`src/rtl/reg_bank_3r1w_if.sv`:
```
// Register-bank access bus for reg_bank_3r1w.
// Groups the write enable, the three addresses, the write data and the three
// read results. The master drives addresses/data; the slave (the register
// bank) returns the combinational read data.
//   sinal    : write enable, active-high
//   entrada1 : read address, port 1
//   entrada2 : read address, port 2
//   entrada3 : write address, also read address for port 3
//   dado     : write data
//   saida1-3 : contents of the addressed registers
interface reg_bank_3r1w_if #(
  parameter int unsigned DATA_W = 16,
  parameter int unsigned ADDR_W = 4
);
  logic              sinal;
  logic [ADDR_W-1:0] entrada1;
  logic [ADDR_W-1:0] entrada2;
  logic [ADDR_W-1:0] entrada3;
  logic [DATA_W-1:0] dado;
  logic [DATA_W-1:0] saida1;
  logic [DATA_W-1:0] saida2;
  logic [DATA_W-1:0] saida3;

  modport master (
    output sinal, entrada1, entrada2, entrada3, dado,
    input  saida1, saida2, saida3
  );

  modport slave (
    input  sinal, entrada1, entrada2, entrada3, dado,
    output saida1, saida2, saida3
  );
endinterface

```
`src/rtl/reg_bank_3r1w.sv`:
```
// 16 x 16-bit general-purpose register file: two read ports plus one
// combined write/read port (write address also selects read port 3).
// Reads are combinational; the write and the reset are synchronous.
// R0 is an ordinary register (no hardwired zero).
//
// Ports:
//   CLOCK_50 : clock, all state updates on the rising edge
//   RESET    : synchronous, active-high; clears all registers, beats a write
//   bus      : reg_bank_3r1w_if.slave (sinal, entrada1-3, dado, saida1-3)
//
// Optional feature macro: REG_BANK_WRITE_BYPASS_EN
//   Defined   : a pending write (sinal=1, RESET=0) is forwarded to saida1/2
//               when their address matches entrada3, and to saida3.
//   Undefined : reads always return stored contents.
module reg_bank_3r1w #(
  parameter int unsigned DATA_W = 16,
  parameter int unsigned ADDR_W = 4
) (
  input logic            CLOCK_50,
  input logic            RESET,
  reg_bank_3r1w_if.slave bus
);

  localparam int unsigned Depth = 2 ** ADDR_W;

  logic [DATA_W-1:0] regs_q [Depth];
  logic [DATA_W-1:0] regs_d [Depth];

  // Next state: reset wins over a simultaneous write.
  always_comb begin
    regs_d = regs_q;
    if (RESET) begin
      for (int unsigned i = 0; i < Depth; i++) begin
        regs_d[i] = '0;
      end
    end else if (bus.sinal) begin
      regs_d[bus.entrada3] = bus.dado;
    end
  end

  always_ff @(posedge CLOCK_50) begin
    regs_q <= regs_d;
  end

`ifdef REG_BANK_WRITE_BYPASS_EN
  // Forward the value being committed so decode needs no bubble.
  logic fwd_en;
  assign fwd_en = bus.sinal && !RESET;

  always_comb begin
    bus.saida1 = (fwd_en && (bus.entrada1 == bus.entrada3)) ? bus.dado
                                                            : regs_q[bus.entrada1];
    bus.saida2 = (fwd_en && (bus.entrada2 == bus.entrada3)) ? bus.dado
                                                            : regs_q[bus.entrada2];
    bus.saida3 = fwd_en ? bus.dado : regs_q[bus.entrada3];
  end
`else
  always_comb begin
    bus.saida1 = regs_q[bus.entrada1];
    bus.saida2 = regs_q[bus.entrada2];
    bus.saida3 = regs_q[bus.entrada3];
  end
`endif

endmodule

```
`src/flat_wrapper.sv`:
```
// flat-port wrapper written by rule: the top's interface ports become plain ports
module reg_bank_3r1w_flat 
#(
  parameter int unsigned DATA_W = 16,
  parameter int unsigned ADDR_W = 4
)
  (CLOCK_50, RESET, bus_sinal, bus_entrada1, bus_entrada2, bus_entrada3, bus_dado, bus_saida1, bus_saida2, bus_saida3);
  reg_bank_3r1w_if #(.DATA_W(DATA_W), .ADDR_W(ADDR_W)) bus_i ();
  input logic CLOCK_50;
  input logic RESET;
  input wire logic [$bits(bus_i.sinal)-1:0] bus_sinal;
  input wire logic [$bits(bus_i.entrada1)-1:0] bus_entrada1;
  input wire logic [$bits(bus_i.entrada2)-1:0] bus_entrada2;
  input wire logic [$bits(bus_i.entrada3)-1:0] bus_entrada3;
  input wire logic [$bits(bus_i.dado)-1:0] bus_dado;
  output wire logic [$bits(bus_i.saida1)-1:0] bus_saida1;
  output wire logic [$bits(bus_i.saida2)-1:0] bus_saida2;
  output wire logic [$bits(bus_i.saida3)-1:0] bus_saida3;
  assign bus_i.sinal = bus_sinal;
  assign bus_i.entrada1 = bus_entrada1;
  assign bus_i.entrada2 = bus_entrada2;
  assign bus_i.entrada3 = bus_entrada3;
  assign bus_i.dado = bus_dado;
  assign bus_saida1 = bus_i.saida1;
  assign bus_saida2 = bus_i.saida2;
  assign bus_saida3 = bus_i.saida3;
  reg_bank_3r1w #(.DATA_W(DATA_W), .ADDR_W(ADDR_W)) u_core (.CLOCK_50(CLOCK_50), .RESET(RESET), .bus(bus_i));
endmodule
```
`config.mk`:
```
export PLATFORM = sky130hd
export DESIGN_NAME = reg_bank_3r1w_flat
export DESIGN_NICKNAME = d
export VERILOG_FILES = /design/src/rtl/reg_bank_3r1w_if.sv /design/src/rtl/reg_bank_3r1w.sv /design/src/flat_wrapper.sv
export SDC_FILE = /design/constraint.sdc
export NUM_CORES = 1
export LEC_CHECK = 0
export CORE_MARGIN = 10
export CORE_UTILIZATION = 47
export CTS_CLUSTER_DIAMETER = 80
export DETAILED_ROUTE_END_ITERATION = 10
export PLACE_DENSITY = 0.69
export SLEW_MARGIN = 20
export SYNTH_ARGS = -nofsm -noshare
export SYNTH_HDL_FRONTEND = slang
export SYNTH_SLANG_ARGS = --single-unit
```
`constraint.sdc`:
```
create_clock -name CLOCK_50 -period 3.5 [get_ports CLOCK_50]
set_clock_uncertainty 0.2 [all_clocks]
set_input_delay 0.7 -clock CLOCK_50 [delete_from_list [all_inputs] [get_ports CLOCK_50]]
set_output_delay 0.7 -clock CLOCK_50 [all_outputs]
set_load 0.01 [all_outputs]
```
== Word level (Yosys, flattened, before mapping) ==
Cells that the tools add are included.
Operators by class
  magnitude comparators: 4
  bitwise gates (word level): 3
  mux-type cells: 12
  reduce and logical (&&, ||, !) cells: 1
Operators by type and width (number)
  $bwmux 256: 1
  $bmux 16 s4: 3
  $mux 16: 7
  $demux 16 s4: 1
  $ge 5x5->1 const B: 3
  $not 4->5: 3
  $lt 5x1->1 const B: 1
  $logic_and 1x1->1: 1
Word-level totals
  bits in registers: 256
  output and inout bits: 48
  input port bits: 31
  word-level logic and storage cells: 36

== Depth between registers and ports, before layout ==
Gate-level depths: netlist of the first run.
  word-level depth: 6
  gate-level depth with buffers: 7
  gate-level depth less buffers: 3

== Least setup slack after synthesis of the first run ==
No wires, ideal clock.
  kind: input -> output
  start: input port bus_entrada3[1]
  end: output port bus_saida3[2]
  path buffers: 3
  required time: 2.600 ns
  arrival: 1.852 ns
  stages on the path: 6
  setup slack: 0.748 ns
  cell sequence: buf_2 buf_2 buf_2 mux4_2 a22oi_1 nand2_1
Between the ends
  word-level cells in the longest chain between the ends: 4
RTL lines
  start: declaration: RTL line flat_wrapper.sv:14  | input wire logic [$bits(bus_i.entrada3)-1:0] bus_entrada3;
  $not 4->5 (implied by the code): RTL line reg_bank_3r1w.sv:61  | bus.saida3 = regs_q[bus.entrada3];
  $bmux 16 s4: RTL line reg_bank_3r1w.sv:61
  $mux 16 (implied by the code) (2 in a row): RTL line reg_bank_3r1w.sv:61
  end: declaration: RTL line flat_wrapper.sv:18  | output wire logic [$bits(bus_i.saida3)-1:0] bus_saida3;
No other way between the ends. The select of a mux whose other input is x is not followed.

== Final worst setup path of the first run ==
  start: input port bus_entrada2[2]
  end: output port bus_saida2[5]
Between the ends
  word-level cells in the longest chain between the ends: 4
RTL lines
  start: declaration: RTL line flat_wrapper.sv:13  | input wire logic [$bits(bus_i.entrada2)-1:0] bus_entrada2;
  $not 4->5 (implied by the code): RTL line reg_bank_3r1w.sv:60  | bus.saida2 = regs_q[bus.entrada2];
  $bmux 16 s4: RTL line reg_bank_3r1w.sv:60
  $mux 16 (implied by the code) (2 in a row): RTL line reg_bank_3r1w.sv:60
  end: declaration: RTL line flat_wrapper.sv:17  | output wire logic [$bits(bus_i.saida2)-1:0] bus_saida2;
No other way between the ends. The select of a mux whose other input is x is not followed.

==> results of run 1 <==
## layer usage
metal | vias up | GRT usage
li1 | 6240 | -
met4 | 10 | 0.101
met1 | 7199 | 0.350
met3 | 185 | 0.0798
met2 | 1249 | 0.408
met5 | - | 0
## cell type report
| cell class | count | area [um^2] |
|---|---|---|
| Antenna cell | 3 | 7.51 |
| Clock buffer | 43 | 881 |
| Clock inverter | 11 | 130 |
| Fill cell | 2720 | 14200 |
| Multi-Input combinational cell | 1128 | 9410 |
| Sequential cell | 256 | 5120 |
| Tap cell | 442 | 553 |
| Timing Repair Buffer | 195 | 2360 |
## logic make-up after synthesis
logic type / synth area share
compound gates: 0.211
buf+inv: 0.0729
flops: 0.329
mux: 0.283
simple gates: 0.104
## power groups by stage
stage | Combinational [W] | Clock, W | Sequential [W]
5_1_grt | 0.00102 | 0.00338 | 0.00299
6_report | 0.000992 | 0.00324 | 0.00299
3_5_place_dp | 0.000903 | 0 | 0.00305
4_1_cts | 0.000916 | 0.00324 | 0.00299
2_1_floorplan | 0.000552 | 0 | 0.00304
3_3_place_gp | 0.000896 | 0 | 0.00304
## critical path, cell delays in order
cell and delay (ns):
clkdlybuf4s50_1 0.57, nor2b_2 0.22, buf_6 0.22, a22oi_1 0.09, nand2_1 0.18, clkdlybuf4s50_1 0.59
## synthesized netlist by cell type (all sizes together) (3+ instances only)
cell type,instances
nor2,3
buf,89
o21ai,256
and2,3
clkbuf,145
nand2,49
a22oi,96
nand3,257
a21oi,256
nor2b,6
dfxtp,256
mux4,192
## through the flow
step	total power [W]	TNS (ns)	instances	setup slack [ns]	hold slack, ns
after floorplan	0.00359	0	1620	0.748	0.267
after global placement	0.00394	-0.434	1999	-0.0907	0.277
after detailed placement	0.00395	-0.594	1999	-0.0766	0.292
after CTS	0.00714	-0.00629	2055	-0.00629	0.299
after global routing	0.00739	-0.0371	2078	-0.0347	0.317
final	0.00722	0	2078	0.0162	0.302
## path summary, 6_finish.rpt
| path | endpoint | depth (start not counted) | slack [ns] |
|---|---|---|---|
| hold reg to reg | u_core.regs_q[82]$_SDFFE_PP0P_ | 2 | 0.30 |
| hold / removal | u_core.regs_q[82]$_SDFFE_PP0P_ | 2 | 0.30 |
| setup / recovery | bus_saida2[5] | 6 | 0.02 |
| setup reg to reg | u_core.regs_q[151]$_SDFFE_PP0P_ | 2 | 2.51 |
## placed cells by master (no fill, tap or decap), drive strengths merged, types with 49 or more instances in the layout
cell,netlist,routed
mux4,192,192
buf,89,117
clkdlybuf4s50,0,51
nand2,49,49
nand3,257,257
dfxtp,256,256
a22oi,96,96
clkbuf,145,49
o21ai,256,256
a21oi,256,256
## repair_timing
| action | 4_1_cts | 5_1_grt |
|---|---|---|
| buffers inserted | 1 | 14 |
| setup endpoints to repair | 22 | 36 |
| hold buffers | 0 | 0 |
| gates cloned | 1 | 6 |
| resized for setup | 11 | 31 |
| pin swaps | 1 | 1 |
==> results.json, run 1 <==
{
  "synth_top_area_cell": "dfxtp_1",
  "synth_flop_cell": "dfxtp_1",
  "viasPerCell": 7.16,
  "antenna_left": 0,
  "cts_tree": "yes",
  "end_kind": "output pin",
  "globalRouteOverflowTotal": 0,
  "cts_sinks": 256,
  "synth_area_leaders": "dfxtp_1, mux4_2, nand3_1",
  "status": "complete, no violations",
  "grt_start_max_net_pins": 82,
  "synth_edf_count": 0,
  "async_flop_share": 0,
  "grt_usage": 0.267,
  "clock_path_buffers": 3,
  "final_nets": 1642,
  "clkPwrFrac": 0.449,
  "dpl_cell_area_um2": 17000,
  "timing.final.crit_share": 0.995,
  "row_count": 66,
  "rsz0062_at_grt": "yes",
  "cp.required_ns": 2.60,
  "dieArea_um2": 40800,
  "fp.dieH_um": 202,
  "top_register": "u_core.regs_q",
  "grt_pass1_vias": 14300,
  "fmax_mhz": 287,
  "crit_path_start": "bus_entrada2[2]",
  "cts_buffers": 30,
  "wirelength_mm": 58.1,
  "drt-met1-wl_mm": 21.0,
  "drv_slew": 0,
  "reg_top3": "u_core.regs_q x256",
  "p_leak_nw": 6.40,
  "ys_seq_area_frac": 0.329,
  "synth_cell_types": 29,
  "drive_above_1_share": 0.228,
  "period_minus_slack_ns": 3.48,
  "clockRootBuffer": "clkbuf_16",
  "drc": 0,
  "drt_iter0_markers": 2404,
  "port_buffers": 78,
  "fin_area_um2": 18500,
  "worst_pin_slew_ns": 0.715,
  "antenna_found_initial": 8,
  "worstSetupStartpointType": "input pin",
  "cap_violations": 0,
  "min_from": "u_core.regs_q[82]$_SDFFE_PP0P_",
  "hpwl_mm": 33.8,
  "route.met3.wl_mm": 8.87,
  "path_clk_slew_ns": 0.06,
  "netlist_area_um2": 15600,
  "finish.utilization": 0.566,
  "areaGrowthSynthToFinish_pct": 18.5,
  "synth_nets": 1651,
  "ios": 79,
  "synthCells": 1620,
  "crit_type": "in2out",
  "comb_power_share": 0.137,
  "dr.pass1.iters": 6,
  "die_w_um": 202,
  "synth_top_area_frac": 0.329,
  "insertion_delay_ns": 0.56,
  "relSlewSlack": 0.522,
  "cellPowerDensity_nw_per_um2": 391,
  "cts-htree-levels": 1,
  "setup_viol": 0,
  "irDropWorstVdd_mv": 0.416,
  "fp.coreArea_um2": 32600,
  "hold_viol": 0,
  "top_layer_used": "met5",
  "grt_first_pass_wirelength_mm": 86.6,
  "dr_total_vias": 14900,
  "wl_met2_mm": 26.2,
  "p_seq_frac": 0.414,
  "syn_avg_cell_area_um2": 9.61,
  "p_switching_w": 0.00194,
  "place_congestion": 0.903,
  "worst_hold_path_type": "reg2reg",
  "cp_max_fo": 10,
  "avgRoutedWirePerCell_um": 28.0,
  "r2r-start": "u_core.regs_q[151]$_SDFFE_PP0P_",
  "crit_arrival_ns": 2.58,
  "ys_seq_elements": 256,
  "p_int_w": 0.00528,
  "largest_reg_flops": 256,
  "ys_warn_count": 0,
  "initial_utilization": 0.477,
  "switching_share": 0.268
}
(Power assumes the default switching activity.)
==> run 2: changes to the inputs <==
GPL_TIMING_DRIVEN = 0   (was default)
==> run 2 against run 1 <==
The run now ends with negative setup slack left. Non-clock buffer count is 91 higher. Setup slack worse by 0.056 ns. Core utilization is 0.97 points lower. Register-to-register slack worse by 0.07 ns. Critical endpoint is now bus_saida2[8].
==> results.json, run 2 (synthesis results as in run 1) <==
{
  "status": "finished with violations",
  "violations": "negative setup slack",
  "path_clk_slew_ns": 0.06,
  "min_from": "u_core.regs_q[79]$_SDFFE_PP0P_",
  "port_buffers": 52,
  "r2r-end": "u_core.regs_q[32]$_SDFFE_PP0P_",
  "dr_total_vias": 16000,
  "ios": 79,
  "p_leak_nw": 6.07,
  "worstHoldEndpoint": "u_core.regs_q[79]$_SDFFE_PP0P_",
  "place_congestion": 1.08,
  "avgRoutedWirePerCell_um": 33.7,
  "end_kind": "output pin",
  "cap_violations": 0,
  "post-cts-setup-buffers": 0,
  "fp.dieH_um": 202,
  "timing.final.crit_share": 1.01,
  "hold_viol": 0,
  "areaGrowthSynthToFinish_pct": 16.5,
  "crit_type": "in2out",
  "cp_top_family": "buffers and inverters",
  "grt_start_max_net_pins": 16,
  "setup_viol": 8,
  "worst_slack_ns": -0.0396,
  "fin_area_um2": 18100,
  "die_w_um": 202,
  "critPathSlowestCell": "mux4_2",
  "row_count": 66,
  "globalRouteOverflowTotal": 0,
  "antenna_found_initial": 2,
  "route.met3.wl_mm": 10.0,
  "irDropWorstVdd_mv": 0.379,
  "largest_reg_flops": 256,
  "grt_usage": 0.346,
  "worstSetupStartpointType": "input pin",
  "crit_arrival_ns": 2.64,
  "grt_pass1_vias": 14800,
  "cpPeakStageDelay_ns": 0.54,
  "initial_utilization": 0.477,
  "antenna_left": 0,
  "cts-htree-levels": 1,
  "hold-path-cell-count": 2,
  "clock_path_buffers": 3,
  "nFillCells": 2919,
  "r2r-start": "u_core.regs_q[32]$_SDFFE_PP0P_",
  "wl_met2_mm": 31.5,
  "fp.coreArea_um2": 32600,
  "drt-met1-wl_mm": 25.7,
  "fmax_mhz": 283,
  "cts_tree": "yes",
  "top_register": "u_core.regs_q",
  "cp_max_fo": 10,
  "period_minus_slack_ns": 3.54,
  "reg_top3": "u_core.regs_q x256",
  "path_cells": "buf_8 > buf_12 > mux4_2 > a22oi_2 > nand2_1 > clkdlybuf4s50_1",
  "drv_slew": 0,
  "crit_buf_inv": 3,
  "wirelength_mm": 73.1,
  "final_nets": 1734,
  "relSlewSlack": 0.254,
  "final_cell_mix": "nand3_1, a21oi_1, dfxtp_1, o21ai_0, mux4_2",
  "cellPowerDensity_nw_per_um2": 403,
  "rsz0062_at_grt": "yes",
  "dpl_cell_area_um2": 16600,
  "dr.pass1.iters": 7,
  "hpwl_mm": 53.9,
  "antennaDiodeCount": 0,
  "rrSetupSlack_ns": 2.44,
  "drt_iter0_markers": 2792,
  "finish.utilization": 0.556,
  "cts_buffers": 31,
  "post-place-ws_ns": -0.698,
  "worst_hold_path_type": "reg2reg",
  "worst_pin_slew_ns": 1.12,
  "grt_first_pass_wirelength_mm": 104,
  "final_common_cell": "nand3_1",
  "dieArea_um2": 40800,
  "drc": 0,
  "insertion_delay_ns": 0.59,
  "cts_sinks": 256,
  "top_layer_used": "met5",
  "reg2regPathDepth": 2,
  "clockRootBuffer": "clkbuf_16",
  "cp.required_ns": 2.60,
  "drive_above_1_share": 0.225,
  "viasPerCell": 7.38
}
run 2: changes by cell type in the layout (fill, tap and decap cells not counted), moves of 10 or more:
cell	change
clkdlybuf4s50_1	-20
a22oi_2	+40
buf_2	+27
clkbuf_1	+118
buf_8	+10
buf_12	-29
buf_1	+10
clkbuf_2	+18
a22oi_1	-40
buf_4	-41
run 2: worst max path at each step:
stage,from,to,slack (ns),depth (start not counted)
2_1_floorplan,bus_entrada3[1],bus_saida3[2],0.75,6
3_3_place_gp,bus_entrada2[2],bus_saida2[7],-0.68,7
3_5_place_dp,bus_entrada1[2],bus_saida1[5],-0.70,7
4_1_cts,bus_entrada3[2],bus_saida3[14],0.0004,7
5_1_grt,bus_entrada3[0],bus_saida3[14],-0.006,6
6_report,bus_entrada2[0],bus_saida2[8],-0.04,6
run 2: timing repair:
item | 4_1_cts | 5_1_grt
setup endpoints to repair | 48 | 40
resized for setup | 134 | 47
hold buffers | 0 | 0
pin swaps | 16 | 22
endpoints found under the hold margin | 0 | 0
run 2: worst register-to-register path, cell delays in order (launching register included):
cell and delay [ns]:
dfxtp_1 0.43, o21ai_0 0.14, a21oi_1 0.21
run 2: per-stage QoR:
stage	instances	power [W]	TNS, ns	hold slack, ns
2_1_floorplan	1620	0.00359	0	0.267
3_3_place_gp	2114	0.00395	-22.11	0.279
3_5_place_dp	2114	0.00395	-22.79	0.291
4_1_cts	2170	0.00724	0	0.300
5_1_grt	2170	0.00743	-0.0124	0.321
6_report	2170	0.00731	-0.143	0.302
run 2: layer usage:
metal  track usage  vias to the layer above
met5             0                        -
met4         0.218                        2
met3        0.0953                      334
met2         0.518                     1423
met1         0.435                     7838
li1              -                     6418
run 2: power by group:
group	internal [W]	switching, W	leakage (nW)	total, W
clock	0.00190	0.00143	0.509	0.00333
sequential	0.00295	0.0000415	2.07	0.00299
combinational	0.000301	0.000692	3.50	0.000993
run 2: layout make-up:
type                    count  area [um^2]  area share
repair buffers             52          532      0.0293
clock inverters            22          214      0.0118
well taps                 442          553      0.0305
flip-flops and latches    256         5120       0.282
plain buffers             234         1390      0.0765
multi-input cells        1128         9520       0.525
clock buffers              36          815      0.0449
==> run 3: changes to the inputs <==
CAP_MARGIN = 40   (was default)
CTS_BUF_LIST = sky130_fd_sc_hd__clkbuf_8   (was default)
==> run 3 against run 2 <==
The flow still finishes with violations (negative setup slack). Final area grew 0.79%. Register-to-register slack better by 0.03 ns. Power decreased by 2.0%. Final cell count grew 1.7%. Non-clock buffer count grew 8. Global-route usage is 0.18 points lower. First-iteration DRC count is 3.9% lower. Die area stayed put. Clock power down 5%. Setup slack got worse by 0.013 ns. Sequential power about the same. Wire length about the same. Largest power group unchanged. Highest routed layer unchanged.
==> results.json, run 3 (synthesis results as in run 1) <==
{
  "status": "finished with violations",
  "violations": "negative setup slack",
  "drive_above_1_share": 0.236,
  "irDropWorstVdd_mv": 0.287,
  "cts_sinks": 256,
  "hpwl_mm": 54.4,
  "path_clk_slew_ns": 0.06,
  "crit_path_start": "u_core.regs_q[209]$_SDFFE_PP0P_",
  "crit_buf_inv": 1,
  "final_common_cell": "nand3_1",
  "reg_top3": "u_core.regs_q x256",
  "viasPerCell": 7.28,
  "p_leak_nw": 6.32,
  "crit_type": "reg2out",
  "grt_start_max_net_pins": 13,
  "cts_buffers": 47,
  "cp.required_ns": 2.60,
  "worst_pin_slew_ns": 0.935,
  "final_cell_mix": "nand3_1, a21oi_1, dfxtp_1, o21ai_0, mux4_2",
  "cts_tree": "yes",
  "cap_violations": 0,
  "dr.pass1.iters": 8,
  "cpPeakStageDelay_ns": 0.65,
  "drc": 0,
  "drt_iter0_markers": 2683,
  "end_kind": "output pin",
  "grt_usage": 0.344,
  "top_register": "u_core.regs_q",
  "grt_first_pass_wirelength_mm": 103,
  "worstSetupStartpointType": "flop",
  "worst_hold_slack_ns": 0.304,
  "globalRouteOverflowTotal": 0,
  "p_switching_w": 0.00213,
  "ios": 79,
  "cp_max_fo": 4,
  "wirelength_mm": 73.2,
  "min_from": "bus_dado[15]",
  "antenna_left": 0,
  "die_w_um": 202,
  "timing.final.crit_share": 1.02,
  "cellPowerDensity_nw_per_um2": 392,
  "cp_top_family": "multiplexers",
  "critPathSlowestCell": "mux4_4",
  "fp.dieH_um": 202,
  "place_congestion": 1.08,
  "fmax_mhz": 281,
  "worst_slack_ns": -0.0530,
  "finalNonFillerCells": 2207,
  "switching_share": 0.297,
  "setup_viol": 5,
  "areaGrowthSynthToFinish_pct": 17.4,
  "r2r-start": "u_core.regs_q[237]$_SDFFE_PP0P_",
  "p_int_w": 0.00504,
  "dr_total_vias": 16100,
  "comb_power_share": 0.140,
  "drv_slew": 0,
  "dieArea_um2": 40800,
  "hold_viol": 0,
  "dp.cells": 2120,
  "rsz0062_at_grt": "yes",
  "clockRootBuffer": "clkbuf_8",
  "clkPwrFrac": 0.443,
  "relSlewSlack": 0.377,
  "p_seq_frac": 0.417,
  "largest_reg_flops": 256,
  "cts-htree-levels": 2,
  "finish.utilization": 0.561,
  "grt_pass1_vias": 15000,
  "insertion_delay_ns": 0.59,
  "crit_arrival_ns": 2.65,
  "path_cells": "mux4_4 > a22oi_1 > nand2_1 > clkdlybuf4s50_1",
  "row_count": 66,
  "final_nets": 1758,
  "avgRoutedWirePerCell_um": 33.2,
  "initial_utilization": 0.477,
  "period_minus_slack_ns": 3.55,
  "antenna_found_initial": 2,
  "fp.coreArea_um2": 32600,
  "clock_path_buffers": 3,
  "worst_hold_path_type": "in2reg",
  "port_buffers": 52
}
-- run 3: layout make-up --
| cell class | instances | area [um^2] |
|---|---|---|
| fill | 2937 | 14300 |
| multi-input combinational | 1128 | 9530 |
| sequential | 256 | 5120 |
| buffer | 233 | 1380 |
| clock buffer | 64 | 881 |
| timing repair buffer | 61 | 656 |
| tap | 442 | 553 |
| clock inverter | 22 | 151 |
| antenna | 1 | 2.50 |
-- run 3: routing by layer --
| layer | vias to the layer above | wire length (um) | GRT usage |
|---|---|---|---|
| met2 | 1366 | 31900 | 0.519 |
| met1 | 7927 | 25500 | 0.410 |
| li1 | 6468 | - | - |
| met5 | - | 22 | 0 |
| met3 | 307 | 10200 | 0.121 |
| met4 | 4 | 5530 | 0.224 |
-- run 3: repair_timing --
action                     4_1_cts  5_1_grt
pin swaps                       19       22
gates cloned                     0        0
hold buffers                     0        0
setup endpoints to repair       48       42
resized for setup              130       59
buffers inserted                 0        3
-- run 3: metrics by stage --
| step | setup slack (ns) | setup TNS, ns | power [W] | instance area, um^2 |
|---|---|---|---|---|
| finish | -0.0530 | -0.154 | 0.00717 | 18300 |
| global route | -0.0300 | -0.0906 | 0.00730 | 18300 |
| CTS | -0.0922 | -0.641 | 0.00710 | 18100 |
| detailed placement | -0.697 | -22.39 | 0.00396 | 16700 |
| global placement | -0.684 | -22.11 | 0.00395 | 16600 |
| floorplan | 0.748 | 0 | 0.00359 | 15600 |
-- run 3: power groups by stage --
stage	logic [W]	clock network (W)	registers (W)
after floorplan	0.000552	0	0.00304
after global placement	0.000895	0	0.00305
after detailed placement	0.000908	0	0.00305
after CTS	0.000948	0.00316	0.00299
after global routing	0.00102	0.00328	0.00299
final	0.00100	0.00317	0.00299
-- run 3: tightest hold or removal path, cell delays in order --
cell and delay (ns):
clkbuf_1 0.18, nand3_1 0.11, a21oi_1 0.06
-- run 3: worst paths after layout --
check,slack [ns],to,depth (start not counted)
setup / recovery,-0.05,bus_saida1[1],4
setup reg to reg,2.47,u_core.regs_q[237]$_SDFFE_PP0P_,2
hold / removal,0.30,u_core.regs_q[127]$_SDFFE_PP0P_,3
hold reg to reg,0.30,u_core.regs_q[38]$_SDFFE_PP0P_,2
